## src/rtl/uart_tx_port_if.sv

```systemverilog
// Data-port store bus seen by the UART transmit port.
// Handshake: a store is offered when wren is high at a rising clock edge and
// the port accepts it at that same edge unless write_busy was high before the
// edge; there is no stall, so a store offered while busy is dropped.
interface uart_tx_port_if #(
    parameter int ADDR_W = 15
);
    logic              wren;
    logic [ADDR_W-1:0] Daddr;
    logic [31:0]       datain;
    logic              write_busy;

    modport master (
        output wren,
        output Daddr,
        output datain,
        input  write_busy
    );

    modport slave (
        input  wren,
        input  Daddr,
        input  datain,
        output write_busy
    );
endinterface

```

## src/rtl/uart_tx_port.sv

```systemverilog
// UART transmit port: captures CPU stores to PORT_ADDR into a small FIFO and
// serialises each byte as 8N1 (start, 8 data bits LSB first, stop) on txd.
module uart_tx_port #(
    parameter int                ADDR_W    = 15,
    parameter logic [ADDR_W-1:0] PORT_ADDR = 15'h7FF0,
    parameter int                CLK_DIV   = 434,
    parameter int                FIFO_AW   = 2
) (
    input  logic               clock,
    input  logic               sync_reset_n,
    uart_tx_port_if.slave      bus,
    output logic               txd,
    output logic               tx_active,
    output logic [FIFO_AW:0]   fifo_count,
    output logic               overflow,
    output logic [1:0]         state_o
);

    typedef enum logic [1:0] {
        IDLE  = 2'd0,
        START = 2'd1,
        DATA  = 2'd2,
        STOP  = 2'd3
    } state_t;

    localparam int               DEPTH_I  = 1 << FIFO_AW;
    localparam logic [FIFO_AW:0] DEPTH    = DEPTH_I[FIFO_AW:0];
    localparam logic [15:0]      DIV_LAST = 16'(CLK_DIV - 1);

    state_t               state_q, state_d;
    logic [15:0]          div_q, div_d;
    logic [2:0]           bit_q, bit_d;
    logic [7:0]           shift_q, shift_d;
    logic                 txd_q, txd_d;
    logic [FIFO_AW-1:0]   wr_ptr_q, rd_ptr_q;
    logic [FIFO_AW:0]     count_q, count_d;
    logic                 busy_q;
    logic                 overflow_q;
    logic [7:0]           mem_q [DEPTH_I];

    logic                 addr_hit;
    logic                 full;
    logic                 push;
    logic                 pop;
    logic                 div_last;
    logic                 unused_hi;

    // Only the low byte of a store is transmitted; upper lanes are ignored.
    assign unused_hi = ^bus.datain[31:8];

    assign addr_hit = bus.wren && (bus.Daddr == PORT_ADDR);
    assign full     = (count_q == DEPTH);
    // Fullness is judged before the edge, so a same-cycle pop never frees room.
    assign push     = addr_hit && !full;
    assign div_last = (div_q == DIV_LAST);

    // Next-state, divider, bit index, shifter and line level.
    always_comb begin
        state_d = state_q;
        div_d   = div_q;
        bit_d   = bit_q;
        shift_d = shift_q;
        pop     = 1'b0;
        case (state_q)
            IDLE: begin
                if (count_q != '0) begin
                    pop     = 1'b1;
                    shift_d = mem_q[rd_ptr_q];
                    div_d   = '0;
                    state_d = START;
                end
            end
            START: begin
                if (div_last) begin
                    div_d   = '0;
                    bit_d   = '0;
                    state_d = DATA;
                end else begin
                    div_d = div_q + 16'd1;
                end
            end
            DATA: begin
                if (div_last) begin
                    div_d   = '0;
                    shift_d = {1'b0, shift_q[7:1]};
                    if (bit_q == 3'd7) begin
                        state_d = STOP;
                    end else begin
                        bit_d = bit_q + 3'd1;
                    end
                end else begin
                    div_d = div_q + 16'd1;
                end
            end
            STOP: begin
                if (div_last) begin
                    div_d = '0;
                    // Chain straight into the next frame when data is waiting.
                    if (count_q != '0) begin
                        pop     = 1'b1;
                        shift_d = mem_q[rd_ptr_q];
                        state_d = START;
                    end else begin
                        state_d = IDLE;
                    end
                end else begin
                    div_d = div_q + 16'd1;
                end
            end
            default: state_d = IDLE;
        endcase

        // Line level follows the state being entered so txd is glitch-free.
        case (state_d)
            START:   txd_d = 1'b0;
            DATA:    txd_d = shift_d[0];
            default: txd_d = 1'b1;
        endcase
    end

    // FIFO occupancy after this cycle's push and pop.
    always_comb begin
        count_d = count_q;
        case ({push, pop})
            2'b10:   count_d = count_q + {{FIFO_AW{1'b0}}, 1'b1};
            2'b01:   count_d = count_q - {{FIFO_AW{1'b0}}, 1'b1};
            default: count_d = count_q;
        endcase
    end

    // Control registers: FSM, counters, FIFO pointers and status flags.
    always_ff @(posedge clock) begin
        if (!sync_reset_n) begin
            state_q    <= IDLE;
            div_q      <= '0;
            bit_q      <= '0;
            shift_q    <= '0;
            txd_q      <= 1'b1;
            wr_ptr_q   <= '0;
            rd_ptr_q   <= '0;
            count_q    <= '0;
            busy_q     <= 1'b0;
            overflow_q <= 1'b0;
        end else begin
            state_q  <= state_d;
            div_q    <= div_d;
            bit_q    <= bit_d;
            shift_q  <= shift_d;
            txd_q    <= txd_d;
            count_q  <= count_d;
            busy_q   <= (count_d == DEPTH);
            if (push) begin
                wr_ptr_q <= wr_ptr_q + {{(FIFO_AW-1){1'b0}}, 1'b1};
            end
            if (pop) begin
                rd_ptr_q <= rd_ptr_q + {{(FIFO_AW-1){1'b0}}, 1'b1};
            end
            if (addr_hit && full) begin
                overflow_q <= 1'b1;
            end
        end
    end

    // FIFO storage; contents need no reset since the pointers gate them.
    always_ff @(posedge clock) begin
        if (push) begin
            mem_q[wr_ptr_q] <= bus.datain[7:0];
        end
    end

    assign txd            = txd_q;
    assign tx_active      = (state_q != IDLE);
    assign fifo_count     = count_q;
    assign overflow       = overflow_q;
    assign bus.write_busy = busy_q;
    assign state_o        = state_q;

endmodule

```

## src/flat_wrapper.sv

```systemverilog
// flat-port wrapper written by rule: the top's interface ports become plain ports
module uart_tx_port_flat 
#(
    parameter int                ADDR_W    = 15,
    parameter logic [ADDR_W-1:0] PORT_ADDR = 15'h7FF0,
    parameter int                CLK_DIV   = 434,
    parameter int                FIFO_AW   = 2
)
  (clock, sync_reset_n, txd, tx_active, fifo_count, overflow, state_o, bus_wren, bus_Daddr, bus_datain, bus_write_busy);
  uart_tx_port_if #(.ADDR_W(ADDR_W)) bus_i ();
  input  logic clock;
  input  logic sync_reset_n;
  output logic txd;
  output logic tx_active;
  output logic [FIFO_AW:0] fifo_count;
  output logic overflow;
  output logic [1:0] state_o;
  input wire logic [$bits(bus_i.wren)-1:0] bus_wren;
  input wire logic [$bits(bus_i.Daddr)-1:0] bus_Daddr;
  input wire logic [$bits(bus_i.datain)-1:0] bus_datain;
  output wire logic [$bits(bus_i.write_busy)-1:0] bus_write_busy;
  assign bus_i.wren = bus_wren;
  assign bus_i.Daddr = bus_Daddr;
  assign bus_i.datain = bus_datain;
  assign bus_write_busy = bus_i.write_busy;
  uart_tx_port #(.ADDR_W(ADDR_W), .PORT_ADDR(PORT_ADDR), .CLK_DIV(CLK_DIV), .FIFO_AW(FIFO_AW)) u_core (.clock(clock), .sync_reset_n(sync_reset_n), .bus(bus_i), .txd(txd), .tx_active(tx_active), .fifo_count(fifo_count), .overflow(overflow), .state_o(state_o));
endmodule
```

## config.mk

```make
export PLATFORM = sky130hd
export DESIGN_NAME = uart_tx_port_flat
export DESIGN_NICKNAME = d
export VERILOG_FILES = /design/src/rtl/uart_tx_port_if.sv /design/src/rtl/uart_tx_port.sv /design/src/flat_wrapper.sv
export SDC_FILE = /design/constraint.sdc
export NUM_CORES = 1
export LEC_CHECK = 0
export BUFFER_PORTS_ARGS = -buffer_cell sky130_fd_sc_hd__buf_4
export CORE_MARGIN = 2
export CORE_UTILIZATION = 25
export DETAILED_ROUTE_END_ITERATION = 10
export GPL_TIMING_DRIVEN = 0
export MAX_ROUTING_LAYER = met4
export PLACE_DENSITY_LB_ADDON = 0.08
export SETUP_SLACK_MARGIN = 0.3
export SYNTH_ARGS = -nofsm -noshare
export SYNTH_HDL_FRONTEND = slang
export SYNTH_SLANG_ARGS = --single-unit
```

## constraint.sdc

```tcl
create_clock -name clock -period 3.89 [get_ports clock]
set_clock_uncertainty 0.05 [all_clocks]
set_input_delay 0.389 -clock clock [delete_from_list [all_inputs] [get_ports clock]]
set_output_delay 0.389 -clock clock [all_outputs]
set_load 0.02 [all_outputs]
```

==> metrics <==
syn_area_per_cell 10.5 sq um; Multi-input gate area 0.00160 sq mm; Worst-Skew Late Latency 340 ps; Starting Density 25.5%; most frequent cell after synthesis dfxtp_1; Leak 1.49 nW; Reg2Reg Depth 13; switching pwr 980 uW; via count 2647; die width 123 microns; syn_nets 399; CTS Sinks 73; maxcap violations 0; CP required 4120 ps; area grow syn2layout 23.0%; combinational share of power 33.6%; # fillers 1408; Vias per Instance 4.68; Die Y 123 microns; post-DP HPWL 6000 microns; Reg power frac 33.7%; die area 0.0151 sq mm; FF+latch count, synth 73; Clock Path Buffers 2; Tightest Pin Transition 739 ps; largest net degree at the start of global routing 14; Crit Path Max Fanout 10; synth top area cells edfxtp_1, dfxtp_1, mux4_2; Final Hold Fails 0; storage element area 0.00178 sq mm; max frequency 0.293 GHz; Nets 445; CTS tree yes; pwr dens 634 mW/mm^2; number of remaining DRC errors 0; initial antenna violation count 0; Detail Route Antenna Nets 0; number of flops mapped to enable cells by yosys 32; period utilization 87.6%; leading cell types by count after synthesis dfxtp_1, nor2_1, edfxtp_1; total gr overflow 0; Synth Flop Type dfxtp_1; RSZ-0062 raised after global routing false; vias in the first global route 2639; starting DRC count in detailed routing 176; hold depth 1; clock power share 32.7%; Pint 1.77 mW; CTS Buf Count 9; Syn Std Cell Area 0.00353 sq mm; Synth Warn # 0; Total Routing Usage GR 12.9%; final hold slack 197 ps; Worst-path clk slew 60 ps; Final min period 3410 ps; Distinct cells, synth 55; setup TNS 0 ps; # IOs 59; asr flop ratio synth 0%; Mapped Cells 335; RePlAce Congestion 0.698; outcome completed; Hold/Removal Path Class in -> reg; type of origin of the critical path register; sw frac 35.6%; IO Port Bufs 34; Post-Route WL 8710 microns; core footprint 0.0138 sq mm; clock root cell clkbuf_16; Final Max Tran Viols 0; row cnt 43; Crit path arrival time 3640 ps; Routed WL per cell 15.4 microns; final setup vio count 0; Synth area leader edfxtp_1; slew margin rel. 50.7%; crit end category register; H-tree depth 3; First-pass DRT Iterations 5; Ant. Diodes 0; Synth top area share 27.3%; sequential-to-total area share from yosys stat 50.5%; worst-case vdd ir drop 0.277 mV; critical path class reg -> reg; share of post-route cells with drive strength above 1 19.4%; first-pass GRT wire length 14000 microns; worst reg2reg setup slack 480 ps
## layer usage
layer	part of all wire (%)	wire length, microns	up-vias	GRT usage (%)
li1	-	-	1326	-
met1	46	3990	1263	15.5
met2	48	4220	45	20.5
met3	3.7	323	13	3.49
met4	2.0	174	0	5.24
met5	0	0	-	-
## layout make-up
class                           instances  area share, %
Clock inverter                          7           2.14
Multi-Input combinational cell        233           36.9
Tap cell                              180           5.19
Timing Repair Buffer                   35           6.06
Buffer                                 17           2.34
Sequential cell                        73           41.1
Clock buffer                            9           5.19
Inverter                               12           1.04
## metrics by stage
step	total power, mW	setup WS (ps)	util (%)	std cells	instance area (sq um)
floorplan	1.59	634	-	335	3530
CTS	2.80	403	31.3	566	4330
finish	2.75	483	31.4	566	4340
global route	2.94	314	31.4	566	4340
detailed placement	1.88	272	29.0	549	4010
global placement	1.88	252	29.0	549	4010
## sequential cells by signal, indices dropped and copies added, names as in the netlist, named ones only
| signal | cells |
|---|---|
| u_core.txd | 1 |
| u_core.div_q | 16 |
| u_core.bit_q | 3 |
| u_core.state_o | 2 |
| u_core.rd_ptr_q | 2 |
| u_core.bus.write_busy | 1 |
| u_core.mem_q | 32 |
| u_core.shift_q | 8 |
| u_core.overflow | 1 |
| u_core.wr_ptr_q | 2 |
| u_core.fifo_count | 3 |
## kinds of logic after synthesis
family          after synthesis  share of synthesized area (%)
simple gates                126                           19.6
xor+xnor                      5                           1.24
compound gates               77                           13.4
mux                          11                           5.96
buf+inv                      29                           4.15
fa+ha+maj                    14                           5.18
flops                        73                           50.5
## layout by cell type (no fill, tap or decap), types with 8 or more instances in the layout
cell,synthesis,layout
a21oi_1,28,28
buf_4,1,36
clkbuf_1,11,11
clkbuf_16,0,9
dfxtp_1,41,40
edfxtp_1,32,32
ha_1,13,13
inv_1,12,12
mux4_2,8,8
nand2_1,26,26
nand3_1,17,17
nor2_1,34,34
o21ai_0,8,8
o21ai_1,13,13
## critical path: stages, from the launching register on
cell     delay [ps]
dfxtp_1         300
buf_6           130
or4_4           530
nor4_4          390
a21oi_2         120
buf_6           170
nor3_2          230
ha_1            230
inv_1            60
fa_1            370
xor2_1          150
or3_1           310
a21oi_1         160
and2_1          140
## what timing repair did
action | in CTS | in global routing
endpoints found under the setup margin | 1 | 1
gates resized for setup | 0 | 2
hold buffers | 0 | 0
setup buffers | 1 | 0
pin swaps | 1 | 1
## final timing paths
path                   start               endpoint
max          u_core.div_q[6]  u_core.bus.write_busy
min            bus_datain[4]     u_core.mem_q[3][4]
max reg2reg  u_core.div_q[6]  u_core.bus.write_busy
min reg2reg  u_core.overflow        u_core.overflow
## power by group through the flow
| stage | clock network [mW] | registers [mW] | logic [mW] |
|---|---|---|---|
| after global placement | 0 | 0.944 | 0.940 |
| after floorplan | 0 | 0.955 | 0.639 |
| after CTS | 0.930 | 0.929 | 0.945 |
| final | 0.899 | 0.926 | 0.926 |
| after global routing | 0.956 | 0.937 | 1.04 |
| after detailed placement | 0 | 0.945 | 0.939 |
No activity file was read; power rests on OpenSTA's default activity.
